File: src/rtl/mult32_seq_pkg.sv
// Shared definitions for the sequential 32x32 -> 64 multiplier.
//   state_e      : controller states
//   MUL_ITER     : shift-add iterations per multiply
//   MUL_LAT_U    : start edge to done-high cycle, unsigned or positive product
//   MUL_LAT_NEG  : start edge to done-high cycle when the product is negated
//   mag32()      : two's-complement magnitude without a carry chain
package mult32_seq_pkg;

    typedef enum logic [1:0] {
        ST_IDLE   = 2'd0,
        ST_CALC   = 2'd1,
        ST_NEG_LO = 2'd2,
        ST_NEG_HI = 2'd3
    } state_e;

    localparam int MUL_ITER    = 32;
    localparam int MUL_LAT_U   = 33;
    localparam int MUL_LAT_NEG = 35;

    localparam logic [5:0] ITER_LAST = 6'(MUL_ITER - 1);

    // Negation by "keep bits up to and including the lowest set bit, invert
    // the rest". This is a prefix-OR, so the single shared adder stays the
    // only carry chain. 0x80000000 maps to itself, i.e. 2^31 unsigned.
    function automatic logic [31:0] mag32(input logic [31:0] x, input logic en);
        logic [31:0] r;
        logic        seen;
        r    = x;
        seen = 1'b0;
        if (en && x[31]) begin
            for (int i = 0; i < 32; i++) begin
                r[i] = x[i] ^ seen;
                seen = seen | x[i];
            end
        end
        return r;
    endfunction

endpackage

File: src/rtl/mult32_seq_cla32.sv
// 32-bit carry-lookahead adder: eight 4-bit groups with group generate /
// propagate feeding the group carry chain.
//   a_i, b_i, cin_i : operands and carry-in
//   sum_o, cout_o   : 32-bit sum and carry-out
module mult32_seq_cla32 (
    input  logic [31:0] a_i,
    input  logic [31:0] b_i,
    input  logic        cin_i,
    output logic [31:0] sum_o,
    output logic        cout_o
);

    logic [31:0] g;
    logic [31:0] p;
    logic [31:0] c;
    logic [8:0]  gc;
    logic        grp_g;
    logic        grp_p;

    assign g = a_i & b_i;
    assign p = a_i ^ b_i;

    always_comb begin
        c     = '0;
        gc    = '0;
        grp_g = 1'b0;
        grp_p = 1'b1;
        gc[0] = cin_i;
        for (int k = 0; k < 8; k++) begin
            c[4*k] = gc[k];
            for (int j = 0; j < 3; j++) begin
                c[4*k+j+1] = g[4*k+j] | (p[4*k+j] & c[4*k+j]);
            end
            grp_g = 1'b0;
            grp_p = 1'b1;
            for (int j = 0; j < 4; j++) begin
                grp_g = g[4*k+j] | (p[4*k+j] & grp_g);
                grp_p = grp_p & p[4*k+j];
            end
            gc[k+1] = grp_g | (grp_p & gc[k]);
        end
    end

    assign sum_o  = p ^ c;
    assign cout_o = gc[8];

endmodule

File: src/rtl/mult32_seq.sv
// Sequential shift-add multiplier, MULT/MULTU semantics.
// Operands are reduced to magnitudes, multiplied over 32 iterations, and the
// 64-bit result is negated in two extra cycles when the signs differ.
//   clk, rst_n      : clock, async active-low reset
//   start           : request (accepted only in IDLE)
//   is_signed, a, b : operation and operands, sampled with start
//   busy            : high outside IDLE
//   done            : one-cycle pulse when hi/lo update
//   hi, lo          : upper / lower word of the last product
//
// state     | meaning
// ST_IDLE   | waiting for start; hi/lo hold last result
// ST_CALC   | 32 shift-add iterations on {acc, mplier}
// ST_NEG_LO | low word := ~mplier + 1, carry stored
// ST_NEG_HI | high word := ~acc + carry, result published
module mult32_seq
    import mult32_seq_pkg::*;
(
    input  logic        clk,
    input  logic        rst_n,
    input  logic        start,
    input  logic        is_signed,
    input  logic [31:0] a,
    input  logic [31:0] b,
    output logic        busy,
    output logic        done,
    output logic [31:0] hi,
    output logic [31:0] lo
);

    state_e      state_q, state_d;
    logic [31:0] mcand_q, mcand_d;
    logic [31:0] mplier_q, mplier_d;
    logic [31:0] acc_q, acc_d;
    logic [31:0] hi_q, hi_d;
    logic [31:0] lo_q, lo_d;
    logic [5:0]  cnt_q, cnt_d;
    logic        neg_q, neg_d;
    logic        carry_q, carry_d;
    logic        done_q, done_d;

    logic [31:0] add_a, add_b, add_sum;
    logic        add_cin, add_co;

    // Operand mux for the one shared adder; depends on registers only.
    always_comb begin
        add_a   = '0;
        add_b   = '0;
        add_cin = 1'b0;
        case (state_q)
            ST_CALC: begin
                add_a = acc_q;
                add_b = mplier_q[0] ? mcand_q : 32'd0;
            end
            ST_NEG_LO: begin
                add_a   = ~mplier_q;
                add_cin = 1'b1;
            end
            ST_NEG_HI: begin
                add_a   = ~acc_q;
                add_cin = carry_q;
            end
            default: ;
        endcase
    end

    mult32_seq_cla32 u_cla (
        .a_i    (add_a),
        .b_i    (add_b),
        .cin_i  (add_cin),
        .sum_o  (add_sum),
        .cout_o (add_co)
    );

    always_comb begin
        state_d  = state_q;
        mcand_d  = mcand_q;
        mplier_d = mplier_q;
        acc_d    = acc_q;
        hi_d     = hi_q;
        lo_d     = lo_q;
        cnt_d    = cnt_q;
        neg_d    = neg_q;
        carry_d  = carry_q;
        done_d   = 1'b0;
        case (state_q)
            ST_IDLE: begin
                if (start) begin
                    mcand_d  = mag32(a, is_signed);
                    mplier_d = mag32(b, is_signed);
                    neg_d    = is_signed & (a[31] ^ b[31]);
                    acc_d    = '0;
                    carry_d  = 1'b0;
                    cnt_d    = ITER_LAST;
                    state_d  = ST_CALC;
                end
            end
            ST_CALC: begin
                // {acc, mplier} <= {carry, sum, mplier} >> 1
                acc_d    = {add_co, add_sum[31:1]};
                mplier_d = {add_sum[0], mplier_q[31:1]};
                if (cnt_q != 6'd0) begin
                    cnt_d = cnt_q - 6'd1;
                end else if (neg_q) begin
                    state_d = ST_NEG_LO;
                end else begin
                    hi_d    = {add_co, add_sum[31:1]};
                    lo_d    = {add_sum[0], mplier_q[31:1]};
                    done_d  = 1'b1;
                    state_d = ST_IDLE;
                end
            end
            ST_NEG_LO: begin
                mplier_d = add_sum;
                carry_d  = add_co;
                state_d  = ST_NEG_HI;
            end
            ST_NEG_HI: begin
                acc_d   = add_sum;
                hi_d    = add_sum;
                lo_d    = mplier_q;
                done_d  = 1'b1;
                state_d = ST_IDLE;
            end
            default: state_d = ST_IDLE;
        endcase
    end

    always_ff @(posedge clk or negedge rst_n) begin
        if (!rst_n) begin
            state_q  <= ST_IDLE;
            mcand_q  <= '0;
            mplier_q <= '0;
            acc_q    <= '0;
            hi_q     <= '0;
            lo_q     <= '0;
            cnt_q    <= '0;
            neg_q    <= 1'b0;
            carry_q  <= 1'b0;
            done_q   <= 1'b0;
        end else begin
            state_q  <= state_d;
            mcand_q  <= mcand_d;
            mplier_q <= mplier_d;
            acc_q    <= acc_d;
            hi_q     <= hi_d;
            lo_q     <= lo_d;
            cnt_q    <= cnt_d;
            neg_q    <= neg_d;
            carry_q  <= carry_d;
            done_q   <= done_d;
        end
    end

    assign busy = (state_q != ST_IDLE);
    assign done = done_q;
    assign hi   = hi_q;
    assign lo   = lo_q;

endmodule
File: config.mk
export PLATFORM = sky130hd
export DESIGN_NAME = mult32_seq
export DESIGN_NICKNAME = d
export VERILOG_FILES = /design/src/rtl/mult32_seq_pkg.sv /design/src/rtl/mult32_seq_cla32.sv /design/src/rtl/mult32_seq.sv
export SDC_FILE = /design/constraint.sdc
export NUM_CORES = 1
export LEC_CHECK = 0
export BUFFER_PORTS_ARGS = -buffer_cell sky130_fd_sc_hd__buf_2
export CAP_MARGIN = 5
export CORE_MARGIN = 2
export CORE_UTILIZATION = 60
export DETAILED_ROUTE_END_ITERATION = 7
export GPL_TIMING_DRIVEN = 1
export HOLD_SLACK_MARGIN = 0.15
export PLACE_DENSITY_LB_ADDON = 0.2
export SLEW_MARGIN = 0
export SYNTH_ARGS = -nofsm -noshare
export SYNTH_HDL_FRONTEND = slang
export SYNTH_HIERARCHICAL = 1
export SYNTH_SLANG_ARGS = --single-unit
export TNS_END_PERCENT = 10
File: constraint.sdc
create_clock -name clk -period 5.5 [get_ports clk]
set_input_delay 0.55 -clock clk [delete_from_list [all_inputs] [get_ports clk]]
set_output_delay 0.55 -clock clk [all_outputs]
set_load 0.01 [all_outputs]
==> Word-level counts from Yosys, hierarchy flattened <==
Index checks and enable logic that the tools add are counted.
{ "word_totals": {"reg_bits": 171, "input_bits": 68, "output_inout_bits": 66} }
{ "op_classes": {"add_sub_neg": 1, "eq_ne": 7, "muxes": 28, "n_bitwise": 265, "reduce_logical": 17} }
{ "op_table": {"columns": ["operator", "n"], "rows": [
  ["2-to-1 mux 32 bit", 10],
  ["one-hot mux 32 bit (3 select lines)", 3],
  ["one-hot mux 32 bit (2 select lines)", 2],
  ["OR 1 bit", 116],
  ["AND 1 bit", 81],
  ["inverter 32 bit", 2],
  ["XOR 32 bit", 2],
  ["XOR 1 bit", 63],
  ["AND 32 bit", 1],
  ["2-to-1 mux 6 bit", 2],
  ["one-hot mux 6 bit (2 select lines)", 1],
  ["AND reduction 2 bit", 5],
  ["!= test 2 bit (second input constant)", 4],
  ["one-hot mux 2 bit (4 select lines)", 1],
  ["nonzero test 2 bit", 4],
  ["2-to-1 mux 2 bit", 3],
  ["one-hot mux 1 bit (2 select lines)", 3],
  ["AND reduction 3 bit", 2],
  ["nonzero test 3 bit", 2],
  ["nonzero test 6 bit", 1],
  ["subtractor 6 x 1 -> 6 bit (second input constant)", 1],
  ["equality test 2 bit (second input constant)", 2],
  ["2-to-1 mux 1 bit", 3],
  ["equality test 2 x 1 -> 1 bit (second input constant)", 1],
  ["other kinds (2)", 3]
]} }

==> Logic depth before layout (Yosys ltp) <==
Gate-level depths: netlist (run 1).
{ "logic_depth": {"word_depth": 34, "depth_mapped": 34, "ltp_nobuf": 34} }

==> By module <==
The synthesis (run 1) kept the hierarchy.
{ "by_module_without_submodules": {"columns": ["module", "instances", "cells_each", "area_each_um2", "seq_area_each_um2"], "rows": [
  ["mult32_seq", 1, 1158, 10724.0, 4279.1],
  ["mult32_seq_cla32", 1, 131, 1355.0, 0.0]
]} }

==> Worst setup path before layout (run 1) <==
OpenSTA, ideal clock, no wires.
{ "synth_timing": {"kind": "input port to flip-flop", "startpoint": "input b[0]", "endpoint": "register mplier_q[30]", "arrival_time_ns": 6.248, "required_time_ns": 5.366, "slack_ns": -0.882, "path_stages": 34, "path_buffers": 0, "cell_sequence": "inv_1 > ha_1 > ha_1 > ha_1 > ha_1 > ha_1 > ha_1 > ha_1 > ha_1 > ha_1 > ha_1 > ha_1 > ha_1 > ha_1 > ha_1 > ha_1 > ha_1 > ha_1 > ha_1 > ha_1 > ha_1 > ha_1 > ha_1 > ha_1 > ha_1 > ha_1 > ha_1 > ha_1 > ha_1 > ha_1 > ha_1 > mux2_2 > o21ai_0 > o21ai_0"} }
{ "synth_between": {"elab_chain_cells": 33} }
{ "synth_lines": {"columns": ["item", "line", "rtl"], "rows": [
  ["from (decl)", "mult32_seq.sv:24", "input logic [31:0] b,"],
  ["OR 1 bit (29 in series)", "mult32_seq_pkg.sv:33", "seen = seen | x[i];"],
  ["XOR 1 bit", "mult32_seq_pkg.sv:32", "r[i] = x[i] ^ seen;"],
  ["2-to-1 mux 32 bit", "mult32_seq_pkg.sv:30", "if (en && x[31]) begin"],
  ["2-to-1 mux 32 bit", "mult32_seq.sv:88", "if (start) begin"],
  ["one-hot mux 32 bit (3 select lines)", "mult32_seq.sv:86", "case (state_q)"],
  ["to (signal assigned)", "mult32_seq.sv:144", "mplier_q <= mplier_d;"],
  ["to (decl)", "mult32_seq.sv:33", "logic [31:0] mplier_q, mplier_d;"]
]} }
Every way passes these cells. The select of a mux whose other input is x is not followed.
A chain may end at the register's enable or synchronous reset.

==> Worst setup path in the final report (run 1) <==
Ends and elaborated chain as after synthesis.

==> results of run 1 <==
[power by group through the flow]
| stage | sequential (mW) | combinational (mW) | clock [mW] |
|---|---|---|---|
| floorplan | 1.79 | 1.39 | 0 |
| global placement | 1.91 | 1.76 | 0 |
| detailed placement | 1.92 | 1.83 | 0 |
| CTS | 1.91 | 1.85 | 1.28 |
| global route | 1.96 | 2.14 | 1.34 |
| finish | 1.92 | 1.91 | 1.27 |
[state kept, by name (all words and copies together), names as in the netlist, named ones only]
register and count:
acc_q 32, hi 32, lo 32, mcand_q 32, mplier_q 32, cnt_q 6
carry_q 1, done 1, neg_q 1, state_q 1
[layout by cell type (no fill, tap or decap), types with 4 or more instances in the layout]
cell type                     n
sky130_fd_sc_hd__a22oi_1     66
sky130_fd_sc_hd__ha_1        37
sky130_fd_sc_hd__o21ai_1      5
sky130_fd_sc_hd__clkbuf_16   17
sky130_fd_sc_hd__buf_2      130
sky130_fd_sc_hd__o21ai_0    133
sky130_fd_sc_hd__nand4_1      4
sky130_fd_sc_hd__inv_1       77
sky130_fd_sc_hd__bufinv_16    4
sky130_fd_sc_hd__a21oi_1     56
sky130_fd_sc_hd__mux2_2      31
sky130_fd_sc_hd__a21o_1       7
sky130_fd_sc_hd__mux2i_1    126
sky130_fd_sc_hd__ha_2         9
sky130_fd_sc_hd__xor2_1       7
sky130_fd_sc_hd__buf_4       29
sky130_fd_sc_hd__nor3_1       4
sky130_fd_sc_hd__nor2_1      73
sky130_fd_sc_hd__ha_4        54
sky130_fd_sc_hd__a21oi_2     56
sky130_fd_sc_hd__fa_1        24
sky130_fd_sc_hd__nand2_1    145
sky130_fd_sc_hd__nand2b_1    34
sky130_fd_sc_hd__buf_12       4
sky130_fd_sc_hd__dfrtp_1    171
sky130_fd_sc_hd__and3_1      32
[kinds of logic (layout without fill, tap and decap cells)]
| family | Yosys count | count (layout) | synth area share |
|---|---|---|---|
| AOI/OAI and AO/OA | 347 | 347 | 0.1861 |
| xor gates and xnor gates | 9 | 9 | 0.006526 |
| adders and majority gates | 124 | 124 | 0.1434 |
| buffers and inverters | 173 | 275 | 0.06122 |
| DFF | 171 | 171 | 0.3543 |
| muxes | 158 | 158 | 0.1342 |
| and+or+nand+nor | 307 | 307 | 0.1143 |
[worst reg2reg max path: cells and delay by family (launching register included)]
| family | cells | cell delay, ns |
|---|---|---|
| DFF | 1 | 0.47 |
| xor gates and xnor gates | 1 | 0.27 |
| adders and majority gates | 5 | 1.86 |
| and+or+nand+nor | 2 | 0.47 |
| buffers and inverters | 3 | 0.60 |
| AOI/OAI and AO/OA | 6 | 1.13 |
| muxes | 1 | 0.29 |
[stage by stage]
stage | hold slack [ns] | std cells | power [mW] | util | area (um2)
2_1_floorplan | 0.2544 | 1289 | 3.177 | - | 12480
3_3_place_gp | 0.4551 | 1624 | 3.669 | 0.6807 | 13340
3_5_place_dp | 0.4632 | 1624 | 3.755 | 0.6807 | 13340
4_1_cts | 0.1998 | 1654 | 5.042 | 0.7212 | 14130
5_1_grt | 0.2263 | 1656 | 5.447 | 0.7295 | 14290
6_report | 0.1460 | 1656 | 5.102 | 0.7295 | 14290
[repair_timing]
action                                  4_1_cts  5_1_grt
cloned                                        0        0
resized for setup                            26       15
endpoints found under the setup margin        6        9
buffers inserted                              0        2
pin swaps                                     6        2
[final timing paths]
path	startpoint	endpoint	slack (ns)	cells after the start
max in group asynchronous	rst_n	hi[29]	4.24	2
min reg2reg	mcand_q[6]	mcand_q[6]	0.47	2
max	b[0]	mplier_q[30]	-0.11	35
max reg2reg	register	mplier_q[31]	0.33	18
min	rst_n	lo[8]	0.15	1
min in group clk	a[25]	mcand_q[25]	0.43	3
[routing by layer]
metal  GRT usage  share of wire  up-vias
li1            -              -     4673
met4     0.07059          0.014        0
met1      0.4175           0.48     4670
met3     0.03856          0.058       36
met5           0              0        -
met2      0.4304           0.45      307
[layout make-up]
cell class | instances | area (um2)
Clock buffer | 19 | 442.9
Clock inverter | 11 | 170.2
Fill cell | 1472 | 5300
Inverter | 79 | 299.0
Multi-Input combinational cell | 945 | 7781
Sequential cell | 171 | 4279
Tap cell | 265 | 331.6
Timing Repair Buffer | 166 | 985.9
==> impl_metrics.sql, run 1 <==
INSERT INTO impl_metrics (metric_group, metric, value, unit) VALUES
('status', 'run_status', 'finished, violations left', ''),
('status', 'violations_in_the_final_reports', 'negative setup slack', ''),
('global_routing', 'vias_in_the_first_global_route', '9618', ''),
('synth', 'postSynthNetCount', '1481', ''),
('setup_path', 'critical-path-max-stage-delay', '0.28', 'ns'),
('setup_path', 'crit_fanout', '2', ''),
('synth', 'synth-edff-count', '0', ''),
('place', 'port_buffers', '133', ''),
('synth', 'synth.distinct_cells', '53', ''),
('setup_path', 'critical_path.slowest_cell', 'sky130_fd_sc_hd__mux2_4', ''),
('timing', 'layout_min_cycle_time', '5.611', 'ns'),
('clocking', 'clk-insertion-delay-late', '0.44', 'ns'),
('floorplan', 'dieWidth', '145.9', 'um'),
('clocking', 'cts.root.buffer_cell', 'sky130_fd_sc_hd__clkbuf_16', ''),
('finish', 'layout-drive-gt1-share', '0.2595', ''),
('pwr', 'power_frac_clock', '0.249', ''),
('setup_path', 'startpoint_type', 'input port', ''),
('pwr', 'power.static_leakage', '6.667', 'nW'),
('finish', 'insertedDiodeCount', '0', ''),
('timing', 'worst-slew-pin-transition', '1.175', 'ns'),
('setup_path', 'critical_path_class', 'input port to register', ''),
('clocking', 'cts_num_sinks', '171', ''),
('floorplan', 'die_area', '21280', 'um2'),
('setup_path', 'end_kind', 'register', ''),
('pwr', 'seqPwrFrac', '0.376', ''),
('pwr', 'cell_internal_pwr', '3.061', 'mW'),
('clocking', 'clk_path_buf_depth', '2', ''),
('setup_path', 'crit_arrival', '5.88', 'ns'),
('clocking', 'h-tree-depth', '4', ''),
('finish', 'layout.nets', '1572', ''),
('timing', 'finalSetupViolations', '1', ''),
('floorplan', 'placement_rows', '51', ''),
('synth', 'yosys-top-cells-count', '171 x sky130_fd_sc_hd__dfrtp_1, 146 x sky130_fd_sc_hd__nand2_1, 138 x sky130_fd_sc_hd__o21ai_0', ''),
('timing', 'final_critical_path_setup_slack', '-0.1108', 'ns'),
('floorplan', 'initial_utilization', '0.6166', ''),
('detailed_routing', 'ant_nets', '0', ''),
('detailed_routing', 'count_of_vias_placed_by_the_detailed_router', '9686', ''),
('pwr', 'power.ir.vdd_worst', '0.2807', 'mV'),
('setup_path', 'critical-path-top-delay-family', 'adder cells', ''),
('pwr', 'comb_power_share', '0.374', ''),
('timing', 'timing.final.max_slew_violations', '0', ''),
('synth', 'yosysSeqAreaShare', '0.3543', ''),
('global_routing', 'grt_first_pass_wirelength', '48330', 'um'),
('synth', 'async_set_or_reset_flop_fraction_in_the_synthesized_netlist', '1.000', ''),
('global_routing', 'gr-usage-all-layers', '0.2793', ''),
('place', 'place.gp.congestion', '0.8616', ''),
('clocking', 'cts_tree', 'built', ''),
('synth', 'synth_area_leader_cell', 'sky130_fd_sc_hd__dfrtp_1', ''),
('min_path', 'hp-class', 'input port to async pin', ''),
('global_routing', 'number_of_antenna_violations_at_the_first_check_in_global_routing', '0', ''),
('synth', 'synth_area', '12080', 'um2'),
('pwr', 'power.density_cell_area', '357.0', 'nW/um2'),
('timing', 'clock-skew-final', '0.01053', 'ns'),
('timing', 'hold_violations', '0', ''),
('pwr', 'p_switching', '2.041', 'mW'),
('detailed_routing', 'wirelength', '29560', 'um'),
('timing', 'fin_setup_tns', '-0.1108', 'ns'),
('setup_path', 'critPathMostFrequentCell', 'sky130_fd_sc_hd__ha_4', ''),
('timing', 'fmax', '178.2', 'MHz'),
('clocking', 'tritoncts.num_buffers', '17', ''),
('synth', 'ys_dominant_reg_cell', 'sky130_fd_sc_hd__dfrtp_1', ''),
('synth', 'ys_seq_elements', '171', ''),
('detailed_routing', 'route.detailed.vias_per_inst', '5.849', ''),
('pwr', 'p_sw_frac', '0.4000', ''),
('detailed_routing', 'first_pass_iters', '6', ''),
('synth', 'synth_most_common_cell', 'sky130_fd_sc_hd__dfrtp_1', ''),
('detailed_routing', 'route.detailed.wl_per_inst', '17.85', 'um'),
('floorplan', 'io-pin-count', '134', ''),
('detailed_routing', 'drt_drc_violations_left', '0', ''),
('synth', 'synth_area_leaders', 'sky130_fd_sc_hd__dfrtp_1 35%, sky130_fd_sc_hd__mux2i_1 10%, sky130_fd_sc_hd__ha_1 10%', ''),
('timing', 'timing.max_slew.rel_slack', '0.2168', '');
Power figures use the tool's default switching activity.
==> run 2: changes to the inputs <==
--- a/config.mk
+++ b/config.mk
@@ -13,6 +13,7 @@
 export GPL_TIMING_DRIVEN = 1
 export HOLD_SLACK_MARGIN = 0.15
 export PLACE_DENSITY_LB_ADDON = 0.2
+export REMOVE_ABC_BUFFERS = 1
 export SLEW_MARGIN = 0
 export SYNTH_ARGS = -nofsm -noshare
 export SYNTH_HDL_FRONTEND = slang
==> impl_metrics.sql, run 2 (same netlist as run 1, synthesis figures left out) <==
INSERT INTO impl_metrics (metric_group, metric, value, unit) VALUES
('finish', 'finalInstanceArea', '14330', 'um2'),
('clocking', 'path_clk_slew', '0.07', 'ns'),
('setup_path', 'critical-path-max-stage-delay', '0.27', 'ns'),
('setup_path', 'worstSetupStartpoint', 'b[1]', ''),
('global_routing', 'groute.layer.met2.usage', '0.4828', ''),
('pwr', 'power.ir.vdd_worst', '0.2635', 'mV'),
('floorplan', 'core_region_area', '19590', 'um2'),
('global_routing', 'met1_usage', '0.3665', ''),
('floorplan', 'die_area', '21280', 'um2'),
('clocking', 'cts_num_sinks', '171', ''),
('place', 'placed_area', '12960', 'um2'),
('global_routing', 'gr-usage-all-layers', '0.2833', ''),
('setup_path', 'crit_fanout', '2', ''),
('timing', 'rsz0062_at_grt', 'yes', ''),
('setup_path', 'critical_path_class', 'input port to register', ''),
('clocking', 'clk_path_buf_depth', '2', ''),
('detailed_routing', 'route.detailed.wl_per_inst', '17.89', 'um'),
('detailed_routing', 'drt_drc_violations_left', '0', ''),
('setup_path', 'crit_arrival', '5.83', 'ns'),
('detailed_routing', 'route.detailed.vias_per_inst', '5.885', ''),
('place', 'place.gp.congestion', '0.8177', ''),
('detailed_routing', 'count_of_vias_placed_by_the_detailed_router', '9746', ''),
('setup_path', 'startpoint_type', 'input port', ''),
('floorplan', 'placement_rows', '51', ''),
('finish', 'mostFrequentLayoutCells', '171 x sky130_fd_sc_hd__dfrtp_1, 144 x sky130_fd_sc_hd__nand2_1, 132 x sky130_fd_sc_hd__o21ai_0, 130 x sky130_fd_sc_hd__buf_2, 125 x sky130_fd_sc_hd__mux2i_1', ''),
('status', 'run_status', 'finished, violations left', ''),
('timing', 'timing.max_slew.rel_slack', '0.2049', ''),
('clocking', 'h-tree-depth', '4', ''),
('global_routing', 'number_of_antenna_violations_at_the_first_check_in_global_routing', '2', ''),
('timing', 'finalSetupViolations', '1', ''),
('finish', 'layout.nets', '1571', ''),
('finish', 'final_common_cell', 'sky130_fd_sc_hd__dfrtp_1', ''),
('finish', 'layout-drive-gt1-share', '0.2601', ''),
('clocking', 'cts_tree', 'built', ''),
('timing', 'clock-skew-final', '0.01036', 'ns'),
('floorplan', 'initial_utilization', '0.6166', ''),
('finish', 'final-seq-area', '4279', 'um2'),
('clocking', 'cts.root.buffer_cell', 'sky130_fd_sc_hd__clkbuf_16', ''),
('min_path', 'hp-class', 'input port to async pin', ''),
('pwr', 'power.density_cell_area', '350.0', 'nW/um2'),
('pwr', 'power.static_leakage', '6.649', 'nW'),
('timing', 'final_critical_path_setup_slack', '-0.05963', 'ns'),
('global_routing', 'globalRouteOverflowTotal', '0', ''),
('setup_path', 'end_kind', 'register', ''),
('flow_run', 'max_cap_violations', '0', ''),
('timing', 'hold_violations', '0', ''),
('global_routing', 'grt_first_pass_wirelength', '49000', 'um'),
('timing', 'fin_worst_hold_slack', '0.1270', 'ns'),
('detailed_routing', 'drt_iter0_markers', '580', ''),
('global_routing', 'vias_in_the_first_global_route', '9773', ''),
('global_routing', 'grt_max_degree', '77', ''),
('clocking', 'tritoncts.num_buffers', '17', ''),
('detailed_routing', 'ant_nets', '0', ''),
('timing', 'timing.final.max_slew_violations', '0', ''),
('place', 'port_buffers', '133', ''),
('floorplan', 'dieWidth', '145.9', 'um'),
('timing', 'layout_min_cycle_time', '5.560', 'ns'),
('clocking', 'holdBufCountCts', '0', ''),
('global_routing', 'gr-max-usage-layer', 'met2', ''),
('setup_path', 'critical_path.slowest_cell', 'sky130_fd_sc_hd__mux2_4', ''),
('floorplan', 'io-pin-count', '134', ''),
('floorplan', 'die_y', '145.9', 'um'),
('setup_path', 'cp_data_required_time', '5.77', 'ns'),
('setup_path', 'critPathMostFrequentCell', 'sky130_fd_sc_hd__ha_4', ''),
('detailed_routing', 'first_pass_iters', '5', ''),
('status', 'violations_in_the_final_reports', 'negative setup slack', ''),
('place', 'detailed_place_hpwl', '19570', 'um'),
('finish', 'area_growth_syn_to_layout', '18.62', '%'),
('timing', 'worst-slew-pin-transition', '1.193', 'ns'),
('setup_path', 'r2r-start', 'state_q[0]', ''),
('timing', 'post-route-period-util', '1.011', ''),
('timing', 'fmax', '179.9', 'MHz'),
('clocking', 'clk-insertion-delay-late', '0.43', 'ns'),
('setup_path', 'setup.reg_to_reg.worst_slack', '0.29', 'ns'),
('global_routing', 'use_met3', '0.04639', ''),
('finish', 'n_fill_cell', '1417', ''),
('finish', 'multi_input_area', '7854', 'um2'),
('detailed_routing', 'wirelength', '29630', 'um');
## run 2: cell count changes in the layout (fill, tap and decap cells not counted), moves of 2 or more
cell	delta
sky130_fd_sc_hd__ha_2	-7
sky130_fd_sc_hd__inv_1	-2
sky130_fd_sc_hd__buf_4	-2
sky130_fd_sc_hd__ha_4	+7
sky130_fd_sc_hd__diode_2	+3
## run 2: critical path, delay by kind of cell
| family | cells | cell delay [ns] |
|---|---|---|
| AO/OA/AOI/OAI | 2 | 0.18 |
| adder cells (fa/ha/maj) | 30 | 4.73 |
| buffers and inverters | 2 | 0.11 |
| multiplexers | 1 | 0.27 |
## run 2: repair_timing
action / 4_1_cts / 5_1_grt
buffers inserted: 0 / 1
pin swaps: 39 / 34
endpoints found under the setup margin: 12 / 17
endpoints found under the hold margin: 0 / 0
gates resized for setup: 114 / 22
## run 2: stage by stage
stage	util	power [mW]	TNS [ns]	cells	setup WS (ns)
6_report	0.7314	5.015	-0.05963	1656	-0.05963
5_1_grt	0.7313	5.363	-0.5900	1655	-0.1527
4_1_cts	0.7234	4.975	-0.2967	1652	-0.1199
3_5_place_dp	0.6617	3.738	-13.83	1624	-1.502
3_3_place_gp	0.6617	3.663	-12.43	1624	-1.437
2_1_floorplan	-	3.106	-182.01	1195	-2.093
## run 2: where the power goes
group | internal (mW) | switching [mW] | total [mW]
registers | 1.57 | 0.312 | 1.89
clock network | 0.714 | 0.492 | 1.21
logic | 0.738 | 1.19 | 1.92
## run 2: layout make-up
class / count / area share
inverters: 79 / 0.02104
clock buffers: 20 / 0.03117
multi-input cells: 945 / 0.5481
clock inverters: 8 / 0.008558
repair buffers: 165 / 0.06881
diodes: 3 / 0.0005239
well taps: 265 / 0.02314
flip-flops and latches: 171 / 0.2986
## run 2: worst paths after layout
path / end / cells after the start
setup / recovery: mplier_q[30] / 35
hold / removal: mplier_q[21] / 1
setup reg to reg: mplier_q[27] / 18
hold reg to reg: mcand_q[6] / 2
max in group asynchronous: mplier_q[3] / 2
min in group clk: mcand_q[8] / 3
## run 2: layer usage
layer | vias up | wire length (um) | share of wire
met3 | 48 | 1464 | 0.049
met5 | - | 0 | 0
met4 | 0 | 633 | 0.021
li1 | 4678 | - | -
met1 | 4720 | 12660 | 0.43
met2 | 300 | 14870 | 0.50
